## config.mk

```make
export PLATFORM = sky130hd
export DESIGN_NAME = vend_ctrl
export DESIGN_NICKNAME = d
export VERILOG_FILES = /design/src/rtl/vend_pkg.sv /design/src/rtl/vend_pulse_gen.sv /design/src/rtl/vend_ctrl.sv
export SDC_FILE = /design/constraint.sdc
export NUM_CORES = 1
export LEC_CHECK = 0
export ABC_AREA = 1
export CORE_UTILIZATION = 35
export CTS_BUF_LIST = sky130_fd_sc_hd__clkbuf_16
export DETAILED_ROUTE_END_ITERATION = 10
export GPL_TIMING_DRIVEN = 0
export HOLD_SLACK_MARGIN = 0.1
export PLACE_DENSITY_LB_ADDON = 0.25
export SLEW_MARGIN = 30
export SYNTH_ARGS = -nofsm -noshare
export SYNTH_HDL_FRONTEND = slang
export SYNTH_SLANG_ARGS = --single-unit
```

## constraint.sdc

```tcl
create_clock -name clk -period 2.95 [get_ports clk]
set_clock_uncertainty 0.1 [all_clocks]
set_input_delay 0.295 -clock clk [delete_from_list [all_inputs] [get_ports clk]]
set_output_delay 0.295 -clock clk [all_outputs]
set_load 0.02 [all_outputs]
```

## src/rtl/vend_pkg.sv

```systemverilog
// Shared constants for the cola vending controller.
//   - One-hot FSM state encodings (IDLE, CREDIT, VEND, CHANGE, REFUND)
//   - Coin values in 0.5-yuan credit units
package vend_pkg;

  localparam int unsigned NS = 5;

  localparam logic [NS-1:0] IDLE   = 5'b00001;
  localparam logic [NS-1:0] CREDIT = 5'b00010;
  localparam logic [NS-1:0] VEND   = 5'b00100;
  localparam logic [NS-1:0] CHANGE = 5'b01000;
  localparam logic [NS-1:0] REFUND = 5'b10000;

  localparam int unsigned COIN_05_U = 1;
  localparam int unsigned COIN_10_U = 2;

endpackage

```

## src/rtl/vend_pulse_gen.sv

```systemverilog
// Change/refund motor pulse sequencer: one chg_pulse per 0.5-yuan unit,
// each pulse followed by CHG_GAP low cycles.
//   clk, rst_n  : clock, async active-low reset
//   start       : level, high while the controller is paying out
//   count       : credit units still owed
//   fire_c      : combinational, a pulse is issued this cycle (credit decrements)
//   chg_pulse   : registered motor pulse
//   done        : registered, high during the final pulse of the sequence
module vend_pulse_gen #(
  parameter int unsigned CW      = 4,
  parameter int unsigned CHG_GAP = 2
) (
  input  logic          clk,
  input  logic          rst_n,
  input  logic          start,
  input  logic [CW-1:0] count,
  output logic          fire_c,
  output logic          chg_pulse,
  output logic          done
);

  localparam int unsigned GW = (CHG_GAP > 0) ? $clog2(CHG_GAP + 1) : 1;

  logic [GW-1:0] gap_q, gap_d;
  logic          pulse_q, pulse_d;
  logic          done_q, done_d;

  // Gap counter is held at zero while idle so the first pulse follows entry directly.
  always_comb begin
    gap_d   = gap_q;
    pulse_d = 1'b0;
    done_d  = 1'b0;
    fire_c  = start && (gap_q == '0) && (count != '0);
    if (!start) begin
      gap_d = '0;
    end else if (fire_c) begin
      gap_d = GW'(CHG_GAP);
    end else if (gap_q != '0) begin
      gap_d = gap_q - GW'(1);
    end
    pulse_d = fire_c;
    done_d  = fire_c && (count == CW'(1));
  end

  always_ff @(posedge clk or negedge rst_n) begin
    if (!rst_n) begin
      gap_q   <= '0;
      pulse_q <= 1'b0;
      done_q  <= 1'b0;
    end else begin
      gap_q   <= gap_d;
      pulse_q <= pulse_d;
      done_q  <= done_d;
    end
  end

  assign chg_pulse = pulse_q;
  assign done      = done_q;

endmodule

```

## src/rtl/vend_ctrl.sv

```systemverilog
// Cola vending sequencing controller: coin intake and credit, dispense
// handshake, change/refund payout, stock tracking and inactivity timeout.
//   clk, rst_n        : clock, async active-low reset
//   coin_05, coin_10  : one-cycle coin pulses (0.5 / 1.0 yuan)
//   refund_btn        : one-cycle refund request
//   disp_ack          : dispenser finished one can
//   disp_req          : dispense request, held until ack
//   chg_pulse         : one pulse returns one 0.5-yuan coin
//   coin_rej          : [0] reject coin_05, [1] reject coin_10
//   credit            : current credit in 0.5-yuan units
//   sold_out          : stock is empty
//   busy              : in VEND, CHANGE or REFUND
module vend_ctrl
  import vend_pkg::*;
#(
  parameter int unsigned PRICE      = 5,
  parameter int unsigned CW         = 4,
  parameter int unsigned CREDIT_MAX = 15,
  parameter int unsigned CHG_GAP    = 2,
  parameter int unsigned TIMEOUT    = 1000,
  parameter int unsigned STOCK_INIT = 8,
  parameter int unsigned SW         = 4
) (
  input  logic          clk,
  input  logic          rst_n,
  input  logic          coin_05,
  input  logic          coin_10,
  input  logic          refund_btn,
  input  logic          disp_ack,
  output logic          disp_req,
  output logic          chg_pulse,
  output logic [1:0]    coin_rej,
  output logic [CW-1:0] credit,
  output logic          sold_out,
  output logic          busy
);

  localparam int unsigned CW1 = CW + 1;
  localparam int unsigned TW  = (TIMEOUT > 1) ? $clog2(TIMEOUT) : 1;

  logic [NS-1:0] state_q, state_d;
  logic [CW-1:0] credit_q, credit_d;
  logic [SW-1:0] stock_q, stock_d;
  logic [TW-1:0] to_q, to_d;
  logic [1:0]    coin_rej_q, coin_rej_d;
  logic          disp_req_q, disp_req_d;
  logic          busy_q, busy_d;
  logic          sold_out_q, sold_out_d;

  logic          intake;
  logic          acc10, acc05;
  logic [CW1-1:0] sum10, sum05;
  logic [CW-1:0] cred_a, cred_b, rem;
  logic          pay_fire_c, pay_done;

  vend_pulse_gen #(
    .CW      (CW),
    .CHG_GAP (CHG_GAP)
  ) u_pulse (
    .clk       (clk),
    .rst_n     (rst_n),
    .start     ((state_q == CHANGE) || (state_q == REFUND)),
    .count     (credit_q),
    .fire_c    (pay_fire_c),
    .chg_pulse (chg_pulse),
    .done      (pay_done)
  );

  // Next-state, credit, stock and timeout logic.
  always_comb begin
    state_d    = state_q;
    credit_d   = credit_q;
    stock_d    = stock_q;
    to_d       = '0;
    coin_rej_d = 2'b00;

    // coin_10 is judged first; coin_05 then sees the updated credit.
    intake = ((state_q == IDLE) || (state_q == CREDIT)) && !sold_out_q;
    sum10  = {1'b0, credit_q} + CW1'(COIN_10_U);
    acc10  = coin_10 && intake && (sum10 <= CW1'(CREDIT_MAX));
    cred_a = acc10 ? sum10[CW-1:0] : credit_q;
    sum05  = {1'b0, cred_a} + CW1'(COIN_05_U);
    acc05  = coin_05 && intake && (sum05 <= CW1'(CREDIT_MAX));
    cred_b = acc05 ? sum05[CW-1:0] : cred_a;
    coin_rej_d = {coin_10 && !acc10, coin_05 && !acc05};

    rem = credit_q - CW'(PRICE);

    case (state_q)
      IDLE: begin
        credit_d = cred_b;
        if (acc10 || acc05) state_d = CREDIT;
      end
      CREDIT: begin
        credit_d = cred_b;
        to_d     = (acc10 || acc05) ? '0 : to_q + TW'(1);
        if (credit_q >= CW'(PRICE)) begin
          state_d = VEND;
        end else if (refund_btn) begin
          state_d = REFUND;
        end else if (to_q == TW'(TIMEOUT - 1)) begin
          state_d = REFUND;
        end
      end
      VEND: begin
        if (disp_ack) begin
          credit_d = rem;
          if (stock_q != '0) stock_d = stock_q - SW'(1);
          state_d = (rem != '0) ? CHANGE : IDLE;
        end
      end
      CHANGE, REFUND: begin
        if (pay_fire_c) credit_d = credit_q - CW'(1);
        if (pay_done) state_d = IDLE;
      end
      default: state_d = IDLE;
    endcase

    disp_req_d = (state_d == VEND);
    busy_d     = (state_d == VEND) || (state_d == CHANGE) || (state_d == REFUND);
    sold_out_d = (stock_d == '0);
  end

  always_ff @(posedge clk or negedge rst_n) begin
    if (!rst_n) begin
      state_q    <= IDLE;
      credit_q   <= '0;
      stock_q    <= SW'(STOCK_INIT);
      to_q       <= '0;
      coin_rej_q <= 2'b00;
      disp_req_q <= 1'b0;
      busy_q     <= 1'b0;
      sold_out_q <= (STOCK_INIT == 0);
    end else begin
      state_q    <= state_d;
      credit_q   <= credit_d;
      stock_q    <= stock_d;
      to_q       <= to_d;
      coin_rej_q <= coin_rej_d;
      disp_req_q <= disp_req_d;
      busy_q     <= busy_d;
      sold_out_q <= sold_out_d;
    end
  end

  assign disp_req = disp_req_q;
  assign coin_rej = coin_rej_q;
  assign credit   = credit_q;
  assign sold_out = sold_out_q;
  assign busy     = busy_q;

endmodule

```

---- Yosys cells after proc, flatten, opt, wreduce, memory -nomap -nowiden ----
Cells that the tools add are included.
operators by class
  add/subtract/negate cells ............... 7
  multiply operators ...................... 0
  div/mod/pow operators ................... 0
  magnitude comparators ................... 3
  eq/ne operators ......................... 13
  shifts and indexed selects .............. 0
  mux-type cells .......................... 21
  bitwise gates (word level) .............. 0
  reduce and logical (&&, ||, !) cells .... 28
operators by type and width
  kind                                                                               count
  4-bit 2-to-1 mux                                                                   8
  5-bit 2-to-1 mux                                                                   6
  10-bit 2-to-1 mux                                                                  2
  5-bit case mux with 4 select lines                                                 1
  4-bit case mux with 3 select lines                                                 1
  4-bit nonzero test                                                                 3
  10-bit by 1-bit adder with 10-bit output (second input constant)                   1
  10-bit == test (second input constant)                                             1
  5-bit by 3-bit == test with 1-bit output (second input constant)                   2
  5-bit by 4-bit == test with 1-bit output (second input constant)                   2
  5-bit == test (second input constant)                                              2
  5-bit by 4-bit less-or-equal comparator with 1-bit output (second input constant)  2
  1-bit logical AND                                                                  10
  4-bit by 1-bit subtractor with 4-bit output (second input constant)                2
  2-bit 2-to-1 mux                                                                   3
  4-bit by 1-bit adder with 5-bit output (second input constant)                     1
  4-bit by 2-bit adder with 5-bit output (second input constant)                     1
  5-bit by 1-bit == test with 1-bit output (second input constant)                   1
  5-bit by 2-bit == test with 1-bit output (second input constant)                   1
  1-bit logical OR                                                                   5
  4-bit by 1-bit == test with 1-bit output (second input constant)                   1
  4-bit by 3-bit >= comparator with 1-bit output (second input constant)             1
  4-bit zero test                                                                    1
  2-bit OR reduction                                                                 2
  other kinds (10)                                                                   12
storage, ports and cells
  bits in registers ....................... 32
  bits in latches ......................... 0
  RAM bits ................................ 0
  ROM bits ................................ 0
  input port bits ......................... 6
  logic and storage cells ................. 83
  memories ................................ 0

---- Depth between registers and ports, before layout ----
Gate-level depths: netlist of run 1.
  word-level depth ........................ 15
  mapped depth ............................ 20

---- Cells and area by module ----
Synthesis of run 1 repeated with hierarchy kept, for this count alone.
unflattened totals
  cells, all modules ...................... 258
  area, all modules ....................... 2058.2 um2
by module, submodules not included
  module          instances  cells an instance  area each (um2)  sequential area each (um2)
  vend_ctrl       1          234                1840.5           703.2
  vend_pulse_gen  1          24                 217.7            100.1

---- Worst setup path after synthesis of run 1 ----
OpenSTA, ideal clock, no wires.
  path type ............................... reg-to-reg
  start ................................... register credit_q[2] (netlist: credit[2])
  end ..................................... register to_q[2]
  data arrival time ....................... 2752 ps
  data required time ...................... 2767 ps
  path slack .............................. 15 ps
  stages on the path, launching flop included .. 18
  period minus slack after synthesis ...... 2935 ps
  path through ............................ dfrtp_1 inv_1 ha_1 nand2_1 nand3_1 nor2_2 nor2_4 nand2_8 nand2_1 nand2_2 ha_1 nor3_1 nand3_1 inv_2 nand3_4 nand2_4 nand4_4 nor3_2
on the way
  word-level cells in the longest chain between the ends .. 10
ends and longest elaborated chain
  element                                                    line              text
  from (decl)                                                vend_ctrl.sv:42   logic [CW-1:0] credit_q, credit_d;
  from (signal assigned)                                     vend_ctrl.sv:136  credit_q <= credit_d;
  4-bit by 2-bit adder with 5-bit output                     vend_ctrl.sv:79   sum10 = {1'b0, credit_q} + CW1'(COIN_10_U);
  5-bit by 4-bit less-or-equal comparator with 1-bit output  vend_ctrl.sv:80   acc10 = coin_10 && intake && (sum10 <= CW1'(CREDIT_MAX));
  1-bit logical AND                                          vend_ctrl.sv:80
  4-bit 2-to-1 mux                                           vend_ctrl.sv:81   cred_a = acc10 ? sum10[CW-1:0] : credit_q;
  4-bit by 1-bit adder with 5-bit output                     vend_ctrl.sv:82   sum05 = {1'b0, cred_a} + CW1'(COIN_05_U);
  5-bit by 4-bit less-or-equal comparator with 1-bit output  vend_ctrl.sv:83   acc05 = coin_05 && intake && (sum05 <= CW1'(CREDIT_MAX));
  1-bit logical AND                                          vend_ctrl.sv:83
  1-bit logical OR (*)                                       vend_ctrl.sv:96   to_d = (acc10 || acc05) ? '0 : to_q + TW'(1);
  10-bit 2-to-1 mux (*)                                      vend_ctrl.sv:96
  10-bit 2-to-1 mux (*)                                      vend_ctrl.sv:89   case (state_q)
  via to_d[2]                                                vend_ctrl.sv:44   logic [TW-1:0] to_q, to_d;
  to (signal assigned)                                       vend_ctrl.sv:138  to_q <= to_d;
  to (decl)                                                  vend_ctrl.sv:44
The timed path passes the listed nets; every way through them passes the cells marked *.
A chain may end at the register's enable or synchronous reset.

---- Final worst setup path of run 1 ----
  start ................................... register credit_q[2] (netlist: credit[2])
  end ..................................... register credit_q[3] (netlist: credit[3])
on the way
  word-level cells in the longest chain between the ends .. 9
  elaborated cells between the ends (all ways) .. 17
  those cells by class .................... add/sub: 4; order compare: 2; eq/ne: 1; mux: 5; reduce/logical: 5
ends and longest elaborated chain
  element                                                    line             text
  4-bit by 2-bit adder with 5-bit output                     vend_ctrl.sv:79
  5-bit by 4-bit less-or-equal comparator with 1-bit output  vend_ctrl.sv:80
  1-bit logical AND                                          vend_ctrl.sv:80
  4-bit 2-to-1 mux                                           vend_ctrl.sv:81
  4-bit by 1-bit adder with 5-bit output                     vend_ctrl.sv:82
  5-bit by 4-bit less-or-equal comparator with 1-bit output  vend_ctrl.sv:83
  1-bit logical AND                                          vend_ctrl.sv:83
  4-bit 2-to-1 mux                                           vend_ctrl.sv:84  cred_b = acc05 ? sum05[CW-1:0] : cred_a;
  4-bit case mux with 3 select lines                         vend_ctrl.sv:89
Several ways; a longest one is shown, not always the timed one. The select of a mux whose other input is x is not followed.

==> results of run 1 <==
==> logic make-up (layout without fill, tap and decap cells) <==
kind of cell / count (synthesis) / count (layout) / share of synthesized area
adder cells (fa/ha/maj): 12 / 12 / 0.0714
AND/OR/NAND/NOR: 133 / 134 / 0.357
XOR/XNOR: 8 / 8 / 0.0333
buffers and inverters: 39 / 76 / 0.0756
flip-flops: 32 / 32 / 0.382
AO/OA/AOI/OAI: 29 / 29 / 0.0810
==> final timing paths <==
check | from | endpoint | slack [ps] | cells past startpoint
min | rst_n | to_q[4] | 290 | 2
max in group asynchronous | rst_n | state_q[0] | 2000 | 3
max | credit[2] | credit[3] | 170 | 20
min reg2reg | u_pulse.done | state_q[0] | 400 | 2
max reg2reg | credit[2] | credit[3] | 170 | 20
min in group clk | u_pulse.done | state_q[0] | 400 | 2
==> flip-flops by register name, indices dropped and copies added (netlist names) <==
name and count:
u_pulse.chg_pulse 1, busy 1, sold_out 1, state_q 5, coin_rej 2, credit 4, disp_req 1, to_q 10
stock_q 4, u_pulse.gap_q 2, u_pulse.done 1
==> cells in the final DEF (no fill, tap or decap), drive strengths merged, types with 2 or more instances in the layout <==
cell type and instances:
clkinv 3, nand4 7, clkdlybuf4s50 14, ha 12, o21ai 12, inv 36
dfrtp 30, a21oi 8, nand2 54, o22ai 2, nor3 9, nand3 23
nor2 36, dfstp 2, buf 16, clkbuf 5, xor2 7, a211oi 2
nor4 2
==> report_power, final <==
part	internal [mW]	switching [mW]
clock network	0.303	0.178
registers	0.539	0.0704
logic	0.565	0.863
total	1.41	1.11
==> stage by stage <==
step / instance area, µm² / utilization / hold WS, ps
after CTS: 2590 / 0.459 / 293
after global routing: 2660 / 0.471 / 315
after floorplan: 2100 / - / -101
after detailed placement: 2360 / 0.418 / 51.9
final: 2660 / 0.471 / 290
after global placement: 2340 / 0.415 / 399
==> what timing repair did <==
| item | 4_1_cts | 5_1_grt |
|---|---|---|
| endpoints found under the hold margin | 30 | 0 |
| resized for setup | 4 | 6 |
| setup buffers | 8 | 4 |
| hold buffers | 1 | 0 |
| pin swaps | 0 | 5 |
| setup endpoints to repair | 16 | 16 |
| gates cloned | 1 | 0 |
==> layer usage <==
metal / up-vias / routed length (µm) / GRT usage
li1: 908 / - / -
met1: 790 / 2270 / 0.226
met2: 23 / 2040 / 0.236
met3: 6 / 169 / 0.0389
met4: 0 / 59 / 0.0600
met5: - / 0 / 0
==> layout make-up <==
class	count	area, µm²
Inverter	37	146
Sequential cell	32	806
Fill cell	565	2980
Timing Repair Buffer	29	265
Clock buffer	5	125
Tap cell	72	90.1
Buffer	2	16.3
Clock inverter	3	11.3
Multi-Input combinational cell	183	1200
==> reports/qor.csv, run 1 <==
stage;metric;value;unit
detailed_routing;final WL;4540;µm
setup_path;most frequent CP cell;nand2_1;
setup_path;CP Capture Type;register;
sta;minimum clock period;2780;ps
yosys;Syn Std Cell Area;0.00210;mm²
sta;Slew Viols, Final;0;
run_status;status;complete, no violations;
floorplanning;Core Area;0.00564;mm²
floorplanning;starting density of the core;0.373;
yosys;flops & latches, synth;32;
setup_path;crit path cell chain;inv_1 -> ha_1 -> nand2_1 -> nand3_1 -> nor2_2 -> nor2_4 -> nand2_8 -> nand2_1 -> nand2_2 -> ha_2 -> inv_1 -> nand3_1 -> nand3_2 -> inv_2 -> nand3_4 -> nand2_8 -> nand2_1 -> nand2_1 -> nand2_1 -> a21oi_1;
yosys;leading area contributor after synthesis;dfrtp_1;
detailed_routing;Via Count;1727;
yosys;Net Count, Synth;271;
yosys;most frequent cells after synthesis;nand2_1, dfrtp_1, inv_1;
sta;post-route setup slack;170;ps
power_and_ir_drop;Static Leak;1.19;nW
yosys;EDFF count, synth;0;
yosys;Top FF cell, synth;dfrtp_1;
yosys;async set or reset register ratio after synthesis;1.00;
placement;dpl cells;341;
finish;area grow syn2layout;26.4;%
detailed_routing;Antenna Violating Nets Remaining;0;
sta;worst slew pin tran;525;ps
yosys;sequential fraction of the synthesis area;0.382;
finish;Nets;308;
sta;Slew HR;0.646;
grt;GRT Total Usage;0.161;
floorplanning;die area;0.00632;mm²
flow_run;max cap viols;0;
clock_tree;CTS clk-pin slew, worst paths;50;ps
detailed_routing;DRC viols;0;
setup_path;Startpoint Class;register;
floorplanning;Die Span Y;79.5;µm
sta;Final Hold Viols;0;
worst_hold_path;min-delay worst type;in -> async;
power_and_ir_drop;PwrDens;948;mW/mm²
clock_tree;H-tree Lvls;2;
clock_tree;clk sinks;32;
yosys;Netlist cell types;41;
yosys;top cell type's share of synthesized area;0.357;
setup_path;crit path DAT;2880;ps
floorplanning;FP Rows;27;
setup_path;slowest stage delay, CP;400;ps
setup_path;cell family with most CP delay;simple AND/OR/NAND/NOR gates;
yosys;Avg Cell Area, Syn;8.31;µm²
placement;DP HPWL;3200;µm
finish;Final Non-Filler Cells;363;
clock_tree;CTS Root Cell;clkbuf_16;
finish;share of cells above drive strength 1;0.254;
placement;PortBufs;15;
setup_path;CP required;3050;ps
grt;first-pass GRT wire length;7710;µm
yosys;Post-Synthesis Cells;253;
clock_tree;CTS tree;done;
grt;total grt overflow;0;
grt;largest net degree at the start of global routing;27;
sta;max frequency;360;MHz
finish;Antenna Cells;0;
detailed_routing;WL per Instance;12.5;µm
sta;final cycle utilization of the critical path;0.942;
yosys;synth warn;0;
grt;vias in the first global route;1612;
setup_path;Crit-path slowest cell;dfrtp_2;
sta;setup tns final;0;ps
grt;initial antenna violation count;0;
placement;DP Worst Slack;-273;ps
yosys;count leader, synth;nand2_1;
floorplanning;I/O pin cnt;16;
power_and_ir_drop;overall power;2.52;mW
setup_path;Crit Path Max Fanout;8;
yosys;top cells by area, synth;dfrtp_1, nand2_1, ha_1, inv_1, nand3_1;
clock_tree;Longest Clk Path Bufs;2;
power_and_ir_drop;peak supply drop;0.000445;V
detailed_routing;vias per std cell;4.76;
detailed_routing;Initial DRC Count;49;
clock_tree;clk_lat worst skew;270;ps
placement;routability cong.;0.840;
clock_tree;CTS Buf Count;5;
detailed_routing;total iterations of the first detailed-routing run;4;
setup_path;CP Buf/Inv Count;3;
setup_path;worst setup path class;reg -> reg;
sta;setup violators final;0;
floorplanning;Die W;79.5;µm
Power figures use the tool's default switching activity.
==> run 2: changes to the inputs <==
--- a/config.mk
+++ b/config.mk
@@ -8,6 +8,7 @@
 export ABC_AREA = 1
 export CORE_UTILIZATION = 35
 export CTS_BUF_LIST = sky130_fd_sc_hd__clkbuf_16
+export CTS_CLUSTER_SIZE = 28
 export DETAILED_ROUTE_END_ITERATION = 10
 export GPL_TIMING_DRIVEN = 0
 export HOLD_SLACK_MARGIN = 0.1
==> results of run 2 <==
Final layout, timing and power as in run 1 (identical DEF).
